===== src/rtl/branch_resolve_unit_pkg.sv =====
// rtl/branch_resolve_unit_pkg.sv - shared branch codes, BHT counter type and constants
//
// Purpose: types and constants shared by the branch resolution stage and its
// compare sub-module.
package branch_resolve_unit_pkg;

    // Shared branch condition encodings; code 3'd7 is undefined (not taken).
    typedef enum logic [2:0] {
        BNONE = 3'd0,
        BEQ   = 3'd1,
        BNE   = 3'd2,
        BLT   = 3'd3,
        BGE   = 3'd4,
        BLTU  = 3'd5,
        BGEU  = 3'd6
    } br_ctrl_e;

    // 2-bit saturating branch history counter; MSB is the predicted direction.
    typedef logic [1:0] bht_cnt_t;

    // Weakly not-taken.
    localparam bht_cnt_t BHT_RESET = 2'b01;

    // Instruction size used for the fall-through PC.
    localparam int INSN_ALIGN = 4;

endpackage


===== src/rtl/branch_resolve_unit_if.sv =====
// rtl/branch_resolve_unit_if.sv - EX-stage branch request, result and BHT lookup bundle
//
// Purpose: groups the EX-stage op, the registered resolution, the performance
// counters and the IF-stage lookup port.
// Ports (master = pipeline side, slave = branch_resolve_unit):
//   valid_i, branctrl_i, rs1_i, rs2_i, pc_i, target_i, pred_taken_i,
//   stall_i, flush_i, lookup_pc_i          : master -> slave
//   lookup_taken_o, res_valid_o, taken_o, mispredict_o, redirect_pc_o,
//   branch_cnt_o, mispredict_cnt_o         : slave -> master
interface branch_resolve_unit_if #(
    parameter int XLEN  = 32,
    parameter int CNT_W = 32
);
    logic              valid_i;
    logic [2:0]        branctrl_i;
    logic [XLEN-1:0]   rs1_i;
    logic [XLEN-1:0]   rs2_i;
    logic [XLEN-1:0]   pc_i;
    logic [XLEN-1:0]   target_i;
    logic              pred_taken_i;
    logic              stall_i;
    logic              flush_i;
    logic [XLEN-1:0]   lookup_pc_i;
    logic              lookup_taken_o;
    logic              res_valid_o;
    logic              taken_o;
    logic              mispredict_o;
    logic [XLEN-1:0]   redirect_pc_o;
    logic [CNT_W-1:0]  branch_cnt_o;
    logic [CNT_W-1:0]  mispredict_cnt_o;

    modport master (
        output valid_i, branctrl_i, rs1_i, rs2_i, pc_i, target_i, pred_taken_i,
               stall_i, flush_i, lookup_pc_i,
        input  lookup_taken_o, res_valid_o, taken_o, mispredict_o, redirect_pc_o,
               branch_cnt_o, mispredict_cnt_o
    );

    modport slave (
        input  valid_i, branctrl_i, rs1_i, rs2_i, pc_i, target_i, pred_taken_i,
               stall_i, flush_i, lookup_pc_i,
        output lookup_taken_o, res_valid_o, taken_o, mispredict_o, redirect_pc_o,
               branch_cnt_o, mispredict_cnt_o
    );
endinterface


===== src/rtl/branch_resolve_unit_compare.sv =====
// rtl/branch_resolve_unit_compare.sv - combinational branch condition evaluation
//
// Purpose: maps a branch condition code and two operands to the taken flag.
// Ports:
//   i_branctrl  3     condition code (br_ctrl_e encoding)
//   i_rs1/i_rs2 XLEN  operands
//   o_taken     1     condition result; BNONE and undefined codes give 0
module branch_compare
    import branch_resolve_unit_pkg::*;
#(
    parameter int XLEN = 32
) (
    input  logic [2:0]      i_branctrl,
    input  logic [XLEN-1:0] i_rs1,
    input  logic [XLEN-1:0] i_rs2,
    output logic            o_taken
);
    logic w_eq;
    logic w_lt_s;
    logic w_lt_u;

    assign w_eq   = (i_rs1 == i_rs2);
    assign w_lt_s = ($signed(i_rs1) < $signed(i_rs2));
    assign w_lt_u = (i_rs1 < i_rs2);

    always_comb begin
        o_taken = 1'b0;
        case (i_branctrl)
            BEQ:     o_taken = w_eq;
            BNE:     o_taken = !w_eq;
            BLT:     o_taken = w_lt_s;
            BGE:     o_taken = !w_lt_s;
            BLTU:    o_taken = w_lt_u;
            BGEU:    o_taken = !w_lt_u;
            default: o_taken = 1'b0;
        endcase
    end
endmodule


===== src/rtl/branch_resolve_unit.sv =====
// rtl/branch_resolve_unit.sv - EX/MEM branch resolution with BHT and perf counters
//
// Purpose: resolves the branch in EX, registers direction / mispredict /
// redirect PC, trains a direct-mapped table of 2-bit counters read by IF, and
// counts accepted branches and mispredicts.
// Ports:
//   clk    1  clock
//   rst_n  1  asynchronous active-low reset
//   bus    branch_resolve_unit_if.slave (op inputs, results, lookup, counters)
module branch_resolve_unit
    import branch_resolve_unit_pkg::*;
#(
    parameter int XLEN        = 32,
    parameter int BHT_ENTRIES = 64,
    parameter int CNT_W       = 32
) (
    input  logic                  clk,
    input  logic                  rst_n,
    branch_resolve_unit_if.slave  bus
);
    localparam int IDX_W = $clog2(BHT_ENTRIES);

    logic [IDX_W-1:0]  w_upd_idx;
    logic [IDX_W-1:0]  w_lookup_idx;
    logic              w_taken;
    logic              w_accept;
    logic              w_mispredict;
    logic [XLEN-1:0]   w_next_pc;
    logic              w_unused_pc_bits;

    bht_cnt_t          r_bht [BHT_ENTRIES];
    logic              r_res_valid;
    logic              r_taken;
    logic              r_mispredict;
    logic [XLEN-1:0]   r_redirect_pc;
    logic [CNT_W-1:0]  r_branch_cnt;
    logic [CNT_W-1:0]  r_mispredict_cnt;

    branch_compare #(.XLEN(XLEN)) u_compare (
        .i_branctrl (bus.branctrl_i),
        .i_rs1      (bus.rs1_i),
        .i_rs2      (bus.rs2_i),
        .o_taken    (w_taken)
    );

    // Word-aligned PCs: index starts at bit 2.
    assign w_upd_idx        = bus.pc_i[IDX_W+1:2];
    assign w_lookup_idx     = bus.lookup_pc_i[IDX_W+1:2];
    assign w_unused_pc_bits = ^{bus.lookup_pc_i[XLEN-1:IDX_W+2], bus.lookup_pc_i[1:0]};

    assign w_accept     = bus.valid_i && !bus.stall_i && !bus.flush_i &&
                          (bus.branctrl_i != BNONE);
    assign w_mispredict = w_taken ^ bus.pred_taken_i;
    assign w_next_pc    = w_taken ? bus.target_i : (bus.pc_i + XLEN'(INSN_ALIGN));

    // Reads the registered table only, so a same-cycle update is not bypassed.
    assign bus.lookup_taken_o = r_bht[w_lookup_idx][1];

    always_ff @(posedge clk or negedge rst_n) begin
        if (!rst_n) begin
            for (int i = 0; i < BHT_ENTRIES; i++) begin
                r_bht[i] <= BHT_RESET;
            end
        end else if (w_accept) begin
            if (w_taken && r_bht[w_upd_idx] != 2'b11) begin
                r_bht[w_upd_idx] <= r_bht[w_upd_idx] + 2'b01;
            end else if (!w_taken && r_bht[w_upd_idx] != 2'b00) begin
                r_bht[w_upd_idx] <= r_bht[w_upd_idx] - 2'b01;
            end
        end
    end

    // Flush clears the valid/mispredict pair even while stalled; a plain
    // stall freezes everything.
    always_ff @(posedge clk or negedge rst_n) begin
        if (!rst_n) begin
            r_res_valid   <= 1'b0;
            r_taken       <= 1'b0;
            r_mispredict  <= 1'b0;
            r_redirect_pc <= '0;
        end else if (bus.flush_i) begin
            r_res_valid   <= 1'b0;
            r_mispredict  <= 1'b0;
        end else if (!bus.stall_i) begin
            if (w_accept) begin
                r_res_valid   <= 1'b1;
                r_taken       <= w_taken;
                r_mispredict  <= w_mispredict;
                r_redirect_pc <= w_next_pc;
            end else begin
                r_res_valid   <= 1'b0;
                r_mispredict  <= 1'b0;
            end
        end
    end

    always_ff @(posedge clk or negedge rst_n) begin
        if (!rst_n) begin
            r_branch_cnt     <= '0;
            r_mispredict_cnt <= '0;
        end else if (w_accept) begin
            r_branch_cnt <= r_branch_cnt + 1'b1;
            if (w_mispredict) begin
                r_mispredict_cnt <= r_mispredict_cnt + 1'b1;
            end
        end
    end

    assign bus.res_valid_o      = r_res_valid;
    assign bus.taken_o          = r_taken;
    assign bus.mispredict_o     = r_mispredict;
    assign bus.redirect_pc_o    = r_redirect_pc;
    assign bus.branch_cnt_o     = r_branch_cnt;
    assign bus.mispredict_cnt_o = r_mispredict_cnt;
endmodule

===== src/flat_wrapper.sv =====
// flat-port wrapper written by rule: the top's interface ports become plain ports
module branch_resolve_unit_flat import branch_resolve_unit_pkg::*;
#(
    parameter int XLEN        = 32,
    parameter int BHT_ENTRIES = 64,
    parameter int CNT_W       = 32
)
  (clk, rst_n, bus_valid_i, bus_branctrl_i, bus_rs1_i, bus_rs2_i, bus_pc_i, bus_target_i, bus_pred_taken_i, bus_stall_i, bus_flush_i, bus_lookup_pc_i, bus_lookup_taken_o, bus_res_valid_o, bus_taken_o, bus_mispredict_o, bus_redirect_pc_o, bus_branch_cnt_o, bus_mispredict_cnt_o);
  branch_resolve_unit_if #(.XLEN(XLEN), .CNT_W(CNT_W)) bus_i ();
  input  logic clk;
  input  logic rst_n;
  input wire logic [$bits(bus_i.valid_i)-1:0] bus_valid_i;
  input wire logic [$bits(bus_i.branctrl_i)-1:0] bus_branctrl_i;
  input wire logic [$bits(bus_i.rs1_i)-1:0] bus_rs1_i;
  input wire logic [$bits(bus_i.rs2_i)-1:0] bus_rs2_i;
  input wire logic [$bits(bus_i.pc_i)-1:0] bus_pc_i;
  input wire logic [$bits(bus_i.target_i)-1:0] bus_target_i;
  input wire logic [$bits(bus_i.pred_taken_i)-1:0] bus_pred_taken_i;
  input wire logic [$bits(bus_i.stall_i)-1:0] bus_stall_i;
  input wire logic [$bits(bus_i.flush_i)-1:0] bus_flush_i;
  input wire logic [$bits(bus_i.lookup_pc_i)-1:0] bus_lookup_pc_i;
  output wire logic [$bits(bus_i.lookup_taken_o)-1:0] bus_lookup_taken_o;
  output wire logic [$bits(bus_i.res_valid_o)-1:0] bus_res_valid_o;
  output wire logic [$bits(bus_i.taken_o)-1:0] bus_taken_o;
  output wire logic [$bits(bus_i.mispredict_o)-1:0] bus_mispredict_o;
  output wire logic [$bits(bus_i.redirect_pc_o)-1:0] bus_redirect_pc_o;
  output wire logic [$bits(bus_i.branch_cnt_o)-1:0] bus_branch_cnt_o;
  output wire logic [$bits(bus_i.mispredict_cnt_o)-1:0] bus_mispredict_cnt_o;
  assign bus_i.valid_i = bus_valid_i;
  assign bus_i.branctrl_i = bus_branctrl_i;
  assign bus_i.rs1_i = bus_rs1_i;
  assign bus_i.rs2_i = bus_rs2_i;
  assign bus_i.pc_i = bus_pc_i;
  assign bus_i.target_i = bus_target_i;
  assign bus_i.pred_taken_i = bus_pred_taken_i;
  assign bus_i.stall_i = bus_stall_i;
  assign bus_i.flush_i = bus_flush_i;
  assign bus_i.lookup_pc_i = bus_lookup_pc_i;
  assign bus_lookup_taken_o = bus_i.lookup_taken_o;
  assign bus_res_valid_o = bus_i.res_valid_o;
  assign bus_taken_o = bus_i.taken_o;
  assign bus_mispredict_o = bus_i.mispredict_o;
  assign bus_redirect_pc_o = bus_i.redirect_pc_o;
  assign bus_branch_cnt_o = bus_i.branch_cnt_o;
  assign bus_mispredict_cnt_o = bus_i.mispredict_cnt_o;
  branch_resolve_unit #(.XLEN(XLEN), .BHT_ENTRIES(BHT_ENTRIES), .CNT_W(CNT_W)) u_core (.clk(clk), .rst_n(rst_n), .bus(bus_i));
endmodule

===== config.mk =====
export PLATFORM = sky130hd
export DESIGN_NAME = branch_resolve_unit_flat
export DESIGN_NICKNAME = d
export VERILOG_FILES = /design/src/rtl/branch_resolve_unit_pkg.sv /design/src/rtl/branch_resolve_unit_if.sv /design/src/rtl/branch_resolve_unit_compare.sv /design/src/rtl/branch_resolve_unit.sv /design/src/flat_wrapper.sv
export SDC_FILE = /design/constraint.sdc
export NUM_CORES = 1
export LEC_CHECK = 0
export ABC_AREA = 0
export BUFFER_PORTS_ARGS = -buffer_cell sky130_fd_sc_hd__buf_2
export CAP_MARGIN = 20
export CORE_UTILIZATION = 50
export DETAILED_ROUTE_END_ITERATION = 6
export PLACE_DENSITY = 0.84
export SYNTH_ARGS = -nofsm -noshare
export SYNTH_HDL_FRONTEND = slang
export SYNTH_HIERARCHICAL = 1
export SYNTH_SLANG_ARGS = --single-unit

===== constraint.sdc =====
create_clock -name clk -period 5 [get_ports clk]
set_input_delay 1 -clock clk [delete_from_list [all_inputs] [get_ports clk]]
set_output_delay 1 -clock clk [all_outputs]
set_load 0.05 [all_outputs]

# == Word-level counts from Yosys, hierarchy flattened ==
# Cells that the tools add are included.
# word_totals
wordCells,132
register_bits,227
# op_classes
muxes,20
eq_ne,9
n_lt_le_gt_ge,5
n_addsub,5
bitwise,5
reduce_logical,18
# ops
cell,n
128-bit bitwise mux,2
128-bit 2-to-1 mux,2
"32-bit by 1-bit adder with 32-bit output, second input constant",2
32-bit < comparator,2
"32-bit by 3-bit adder with 32-bit output, second input constant",1
32-bit == test,1
32-bit 2-to-1 mux,1
2-bit binary-select mux with 6-bit select,2
"7-bit >= comparator, second input constant",2
6-bit NOT with 7-bit output,2
2-bit demux with 6-bit select,1
2-bit 2-to-1 mux,5
"3-bit == test, second input constant",3
"7-bit by 1-bit < comparator with 1-bit output, second input constant",1
"3-bit by 2-bit == test with 1-bit output, second input constant",2
1-bit logical AND,6
1-bit zero test,6
1-bit 2-to-1 mux,6
1-bit one-hot mux with 6 select lines,1
2-bit AND reduction,2
2-bit nonzero test,2
"3-bit by 1-bit == test with 1-bit output, second input constant",1
3-bit AND reduction,1
3-bit nonzero test,1
other kinds (6),7

# == Depth between registers and ports, before layout ==
# Gate-level depths: netlist of run 1.
# depth
word_depth,8
depth_mapped,15
ltp_nobuf,14

# == By module ==
# The synthesis of run 1 kept the hierarchy.
# by_module_without_submodules
module,seq_area_each_um2,area_each_um2,cells_per_inst,n_inst
branch_resolve_unit,5760.5,11994.0,1068,1
branch_compare,0.0,915.9,121,1

# == Worst setup path after synthesis of run 1 ==
# OpenSTA, ideal clock, no wires.
# synth_path
kind,input -> register
from,input port bus_pc_i[2]
to,register u_core/r_bht[127] (netlist bit)
setup_slack_ns,0.716
arrival_ns,4.160
stages,14
t_required_ns,4.875
cell_sequence,buf_4 -> buf_6 -> buf_2 -> mux2_2 -> a221oi_1 -> o21ai_0 -> a221oi_1 -> nand4_1 -> ha_1 -> mux2_2 -> or4_4 -> nor3_4 -> nand2_1 -> mux2_2
# synth_via
elab_chain_len,8
elab_cells_between_ends,21
classes_between,2 x add/sub; 2 x order compare; 1 x eq/ne; 9 x mux; 1 x bitwise; 6 x reduce/logical
# synth_rtl
element,line_no,source
start: declaration,flat_wrapper.sv:16,input wire logic [$bits(bus_i.pc_i)-1:0] bus_pc_i;
6-bit NOT with 7-bit output (not written as such) *,--,
2-bit binary-select mux with 6-bit select (tied with other cells),--,
2-bit 2-to-1 mux (not written as such) or 1-bit logical AND (tied branches),--,
"2-bit 2-to-1 mux, on equally long branches",--,
2-bit by 1-bit subtractor with 2-bit output (tied with other cells),branch_resolve_unit.sv:68,r_bht[w_upd_idx] <= r_bht[w_upd_idx] - 2'b01;
128-bit bitwise mux (tied with other cells),branch_resolve_unit.sv:68,
128-bit 2-to-1 mux or 2-bit nonzero test (tied branches),--,
128-bit 2-to-1 mux or 2-bit AND reduction (tied branches),--,
end signal: indexed assignment,branch_resolve_unit.sv:66,r_bht[w_upd_idx] <= r_bht[w_upd_idx] + 2'b01;
end signal: indexed assignment,branch_resolve_unit.sv:68,
end: declaration,branch_resolve_unit.sv:31,bht_cnt_t r_bht [BHT_ENTRIES];
# Mark *: on every way between the ends. The rest lies on a longest branch, timed or not. The select of a mux whose other input is x is not followed.
# A chain may end at the register's enable or synchronous reset.

# == Final worst setup path of run 1 ==
# layout_path
from,input port bus_pc_i[3]
to,register u_core/r_bht[119] (netlist bit)
# Same word-level chain as after synthesis.

==> out/qor.txt, run 1 <==
outcome -> completed
Cell Area, Placed -> 14650 sq um
clock tree buffer depth -> 3
Fin Setup TNS -> 0 ns
Peak Freq -> 227.5 MHz
CTS sink count -> 227
register area share after synthesis -> 0.4462
Critical Path Sink Type -> flip-flop
H-Tree Depth -> 1
Tot Pwr -> 5.168 mW
yosys warns -> 6
Hold Path Sink -> u_core/bus.mispredict_cnt_o[31]
cts bufs inserted -> 25
RR Endpoint -> u_core/r_bht[119]
drt pass-1 iters -> 6
Post-CTS Setup Inserts -> 0
Die W -> 162.7 um
ANT nets after route -> 0
Fin Clk Skew -> 0.02137 ns
clock latency at the later pin of the worst-skew pair -> 0.55 ns
Initial DRC Count -> 1219
leakage -> 7.476 nW
FF-to-FF setup slack -> 1.15 ns
Die H -> 162.7 um
initial antenna violation count -> 3
Final WS setup -> 0.6038 ns
mean routed wirelength per cell -> 20.56 um
Layout Nets -> 1648
Synth Cell Area -> 12910 sq um
Synth Flop Type -> dfrtp_1
Ports -> 269
number of global-route vias before repair -> 10640
initial core utilization -> 0.5112
final-report max-slew violation count -> 0
final wirelength -> 36870 um
CTS root buffer -> clkbuf_16
maximum capacitance violations -> 0
Finished Layout Cells -> 1793
compound-gate portion of the synthesized area -> 0.07094
most frequent cell after synthesis -> dfrtp_1
commonest cells in the netlist -> 163 x dfrtp_1, 141 x mux2_2, 110 x nand2_1, 79 x nor2_1, 64 x dfstp_2
synthesized flop and latch total -> 227
crit share post-route -> 0.8792
area leader, netlist -> dfrtp_1
Final Setup Violations -> 0
final worst path period need -> 4.396 ns
share of the synthesized area in the top cell type -> 0.3160
routability cong. -> 0.9440
gate count of the mapped netlist -> 1189
Post-Synth XOR/XNOR Area -> 0.06038
hold path start -> u_core/bus.mispredict_cnt_o[31]
Distinct cells, synth -> 68
RSZ-0062 raised after global routing -> false
Clock Pin Slew Worst Setup and Hold Paths -> 0.06 ns
Worst EP arrival -> 4.81 ns
reg2reg start -> u_core/r_bht[11]
min-delay worst type -> reg2reg
post-synthesis simple-gate area fraction -> 0.1560
HPWL Detailed -> 26810 um
Worst Path Max Fanout -> 25
Core Footprint -> 25250 sq um
vias per cell -> 6.020
post-synthesis mux area share -> 0.1983
Syn-to-layout area delta -> 20.23%
post_cts resized -> 0
DR vias -> 10790
CTS tree -> built
reg2reg path depth -> 12
Post-synth ARST share -> 1.000
Max VDD drop -> 0.3103 mV
minimum hold slack -> 0.4719 ns
Hold Path Cell Cnt -> 1
Slew HR -> 0.3778
Final Hold Fails -> 0
top post-synthesis cells by area -> dfrtp_1 32%, dfstp_2 13%, mux2_2 12%, mux4_2 4.5%, xnor2_1 3.7%
wire length of the first global-routing pass -> 56700 um
Global Route Usage Sum -> 0.2741
die area -> 26470 sq um
port buffer count -> 242
Setup WS pre-CTS -> 0.1633 ns
CP Launch Type -> input port
Post-Synth Adder-Cell Area -> 0.03586
row count -> 58
largest net degree at the start of global routing -> 123
CP required -> 5.42 ns
post-synthesis net count -> 1395
share of layout cells above drive strength 1 -> 0.3943
pwr dens -> 333.0 nW/um^2
Post-synth EDFFs -> 0
Placed Cells -> 1744
Hold Buf Count CTS -> 0
slew at the pin closest to its max-slew limit -> 0.9333 ns
Design Area, Final -> 15520 sq um
Final Core Density -> 0.6146
DRC errors left -> 0
CP Class -> in2reg
syn_area_per_cell -> 10.86 sq um
combinational family with the most area after synthesis -> multiplexers
grt ovf -> 0
[power breakdown]
| part | internal, mW | total, mW | switching, mW |
|---|---|---|---|
| registers | 2.01 | 2.12 | 0.111 |
| logic | 0.348 | 1.12 | 0.772 |
| clock network | 1.16 | 1.93 | 0.769 |
| total | 3.52 | 5.17 | 1.65 |
[cell usage in the layout (no fill, tap or decap), types with 32 or more instances in the layout]
| master | count |
|---|---|
| inv_1 | 44 |
| mux2i_1 | 33 |
| xnor2_1 | 54 |
| buf_2 | 241 |
| o21ai_0 | 32 |
| ha_1 | 37 |
| xor2_1 | 34 |
| nor2_1 | 79 |
| nand2_1 | 109 |
| a21oi_1 | 35 |
| buf_4 | 37 |
| dfstp_2 | 64 |
| nand3_1 | 53 |
| dfrtp_1 | 163 |
| mux2_2 | 141 |
[routing by layer]
layer | vias to the layer above | global-route usage | share of wire
met4 | 2 | 0.1151 | 0.042
met2 | 626 | 0.4689 | 0.49
li1 | 4809 | - | -
met1 | 5235 | 0.3345 | 0.38
met5 | - | 0 | 0.00035
met3 | 122 | 0.05806 | 0.088
[critical path, stage by stage]
cell and delay, ns:
buf_2 0.39, buf_12 0.25, mux4_2 0.31, mux2i_1 0.27, o22ai_1 0.13, a21oi_1 0.25
nand4_1 0.16, ha_1 0.25, mux2_2 0.29, or4_4 0.49, nor3_4 0.36, buf_4 0.20
nand2_1 0.08, mux2_2 0.33
[worst max path at each step]
stage	startpoint	to	depth (start not counted)
after floorplan	bus_pc_i[2]	u_core/r_bht[127]	14
after global routing	bus_rs2_i[31]	u_core/bus.mispredict_cnt_o[11]	16
after detailed placement	bus_rs2_i[31]	u_core/bus.mispredict_cnt_o[11]	16
final	bus_pc_i[3]	u_core/r_bht[119]	14
after CTS	bus_rs2_i[31]	u_core/bus.mispredict_cnt_o[11]	16
after global placement	bus_rs2_i[31]	u_core/r_bht[119]	16
[logic make-up after synthesis]
family / count (synthesis)
AND/OR/NAND/NOR: 390
XOR/XNOR: 89
AO/OA/AOI/OAI: 140
buffers and inverters: 101
adder cells (fa/ha/maj): 37
flip-flops: 227
multiplexers: 205
[cell type report]
class | instances | area, sq um
inverter | 44 | 165.2
multi-input combinational | 861 | 6749
clock inverter | 10 | 145.1
antenna | 2 | 5.005
timing repair buffer | 283 | 1567
fill | 1965 | 9733
clock buffer | 36 | 716.9
sequential | 227 | 5761
tap | 330 | 412.9
(Power assumes the default switching activity.)
==> run 2, diff against run 1 <==
- CORE_UTILIZATION: 50 -> 60
- CTS_BUF_LIST: unset -> sky130_fd_sc_hd__clkbuf_2
- PLACE_DENSITY: 0.84 -> 0.95
==> out/qor.txt, run 2 (same netlist as run 1, synthesis figures left out) <==
CTS sink count -> 227
commonest non-fill, non-tap cell in the layout -> buf_2
CP dominant cell by count -> mux2_2
cts bufs inserted -> 56
die area -> 22110 sq um
Die W -> 148.7 um
Layout Nets -> 1679
number of global-route vias before repair -> 11640
CP Class -> in2reg
Core Footprint -> 21090 sq um
Peak Freq -> 231.7 MHz
vias per cell -> 6.286
Initial DRC Count -> 1239
CP required -> 5.67 ns
reg2reg start -> u_core/r_bht[87]
Slew HR -> 0.2737
Syn-to-layout area delta -> 17.21%
grt ovf -> 0
Ports -> 269
share of layout cells above drive strength 1 -> 0.4142
clock latency at the later pin of the worst-skew pair -> 0.88 ns
DR vias -> 11330
Hold Buf Count CTS -> 0
HPWL Detailed -> 27500 um
FF-to-FF setup slack -> 1.03 ns
Die H -> 148.7 um
Clock Pin Slew Worst Setup and Hold Paths -> 0.13 ns
port buffer count -> 242
CTS tree -> built
initial core utilization -> 0.6122
reg2reg path depth -> 11
outcome -> completed
Fin Clk Skew -> 0.1362 ns
wire length of the first global-routing pass -> 59770 um
pwr dens -> 296.9 nW/um^2
clock tree buffer depth -> 3
CP Launch Type -> input port
CTS root buffer -> clkbuf_2
crit share post-route -> 0.8630
Final Setup Violations -> 0
Critical Path Slowest Stage Cell -> or4_4
Final Hold Fails -> 0
final-report max-slew violation count -> 0
H-Tree Depth -> 2
maximum capacitance violations -> 0
Worst Path Max Fanout -> 16
min-delay worst type -> in2async
highest cell delay on the worst timing path -> 0.50 ns
RR Endpoint -> u_core/r_bht[79]
leakage -> 7.469 nW
DRC errors left -> 0
Fin Setup TNS -> 0 ns
Post-CTS Setup Inserts -> 0
multi-input logic area -> 6749 sq um
Reg area -> 5761 sq um
row count -> 53
Worst EP arrival -> 4.98 ns
final worst path period need -> 4.315 ns
routability cong. -> 0.9497
Max VDD drop -> 0.1408 mV
ANT nets after route -> 0
crit path cell chain -> buf_2 > buf_12 > mux2_2 > a221oi_1 > o21ai_0 > a221oi_1 > nand4_1 > ha_1 > mux2_2 > or4_4 > nor3_4 > nand2_1 > mux2_2
Setup WS pre-CTS -> 0.03240 ns
final wirelength -> 38250 um
fillers -> 1348
commonest cells after routing, fill and taps aside -> 241 x buf_2, 163 x dfrtp_1, 141 x mux2_2
Global Route Usage Sum -> 0.3474
Critical Path Sink Type -> flip-flop
mean routed wirelength per cell -> 21.21 um
Final WS setup -> 0.6849 ns
RSZ-0062 raised after global routing -> false
initial antenna violation count -> 7
slew at the pin closest to its max-slew limit -> 1.079 ns
largest net degree at the start of global routing -> 134
post_cts resized -> 0
drt pass-1 iters -> 6
run 2: changes by cell type in the layout (fill, tap and decap cells not counted), sizes merged:
cell	previous run	this run
buf	282	283
bufinv	3	0
clkbuf	37	89
clkinv	4	15
clkinvlp	2	0
diode	2	7
inv	45	46
run 2: final cells by class:
class,count,area share
Antenna cell,7,0.001158
Multi-Input combinational cell,861,0.4460
Tap cell,275,0.02274
Timing Repair Buffer,283,0.1043
Clock inverter,17,0.004713
Inverter,44,0.01091
Clock buffer,89,0.02944
Sequential cell,227,0.3807
run 2: report_power, final:
group / switching, mW / internal [mW] / total [mW]
registers: 0.116 / 2.01 / 2.12
clock network: 0.759 / 0.475 / 1.23
logic: 0.783 / 0.351 / 1.13
run 2: worst max-delay path, delay by kind of cell:
| kind | cells | cell delay, ns |
|---|---|---|
| multiplexers | 3 | 0.94 |
| AND/OR/NAND/NOR | 4 | 1.36 |
| adder cells (fa/ha/maj) | 1 | 0.24 |
| buffers and inverters | 2 | 0.52 |
| AO/OA/AOI/OAI | 3 | 0.89 |
run 2: per-stage QoR:
stage	instance area (sq um)	power, mW	hold WS, ns	instances	utilization
after global placement	14600	3.219	0.4568	1690	0.6922
after CTS	15110	4.486	0.2675	1796	0.7167
after global routing	15130	4.695	0.2936	1803	0.7176
final	15130	4.493	0.2521	1803	0.7176
after detailed placement	14600	3.267	0.4648	1690	0.6922
after floorplan	12910	2.882	0.4888	1189	-
run 2: layer usage:
metal	GRT usage	routed length, um	up-vias
li1	-	-	4901
met1	0.4134	13550	5449
met2	0.5692	18410	797
met3	0.07209	3939	186
met4	0.2335	2351	0
met5	0	0	-
run 2: worst max-delay path by stage:
stage	end	slack, ns	depth (start not counted)	from
6_report	u_core/r_bht[79]	0.68	13	bus_pc_i[2]
5_1_grt	u_core/r_bht[79]	0.66	13	bus_pc_i[2]
4_1_cts	u_core/r_bht[79]	0.86	13	bus_pc_i[2]
3_5_place_dp	u_core/r_bht[31]	0.03	13	bus_pc_i[2]
3_3_place_gp	u_core/r_bht[79]	0.23	15	bus_rs2_i[31]
2_1_floorplan	u_core/r_bht[127]	0.72	14	bus_pc_i[2]
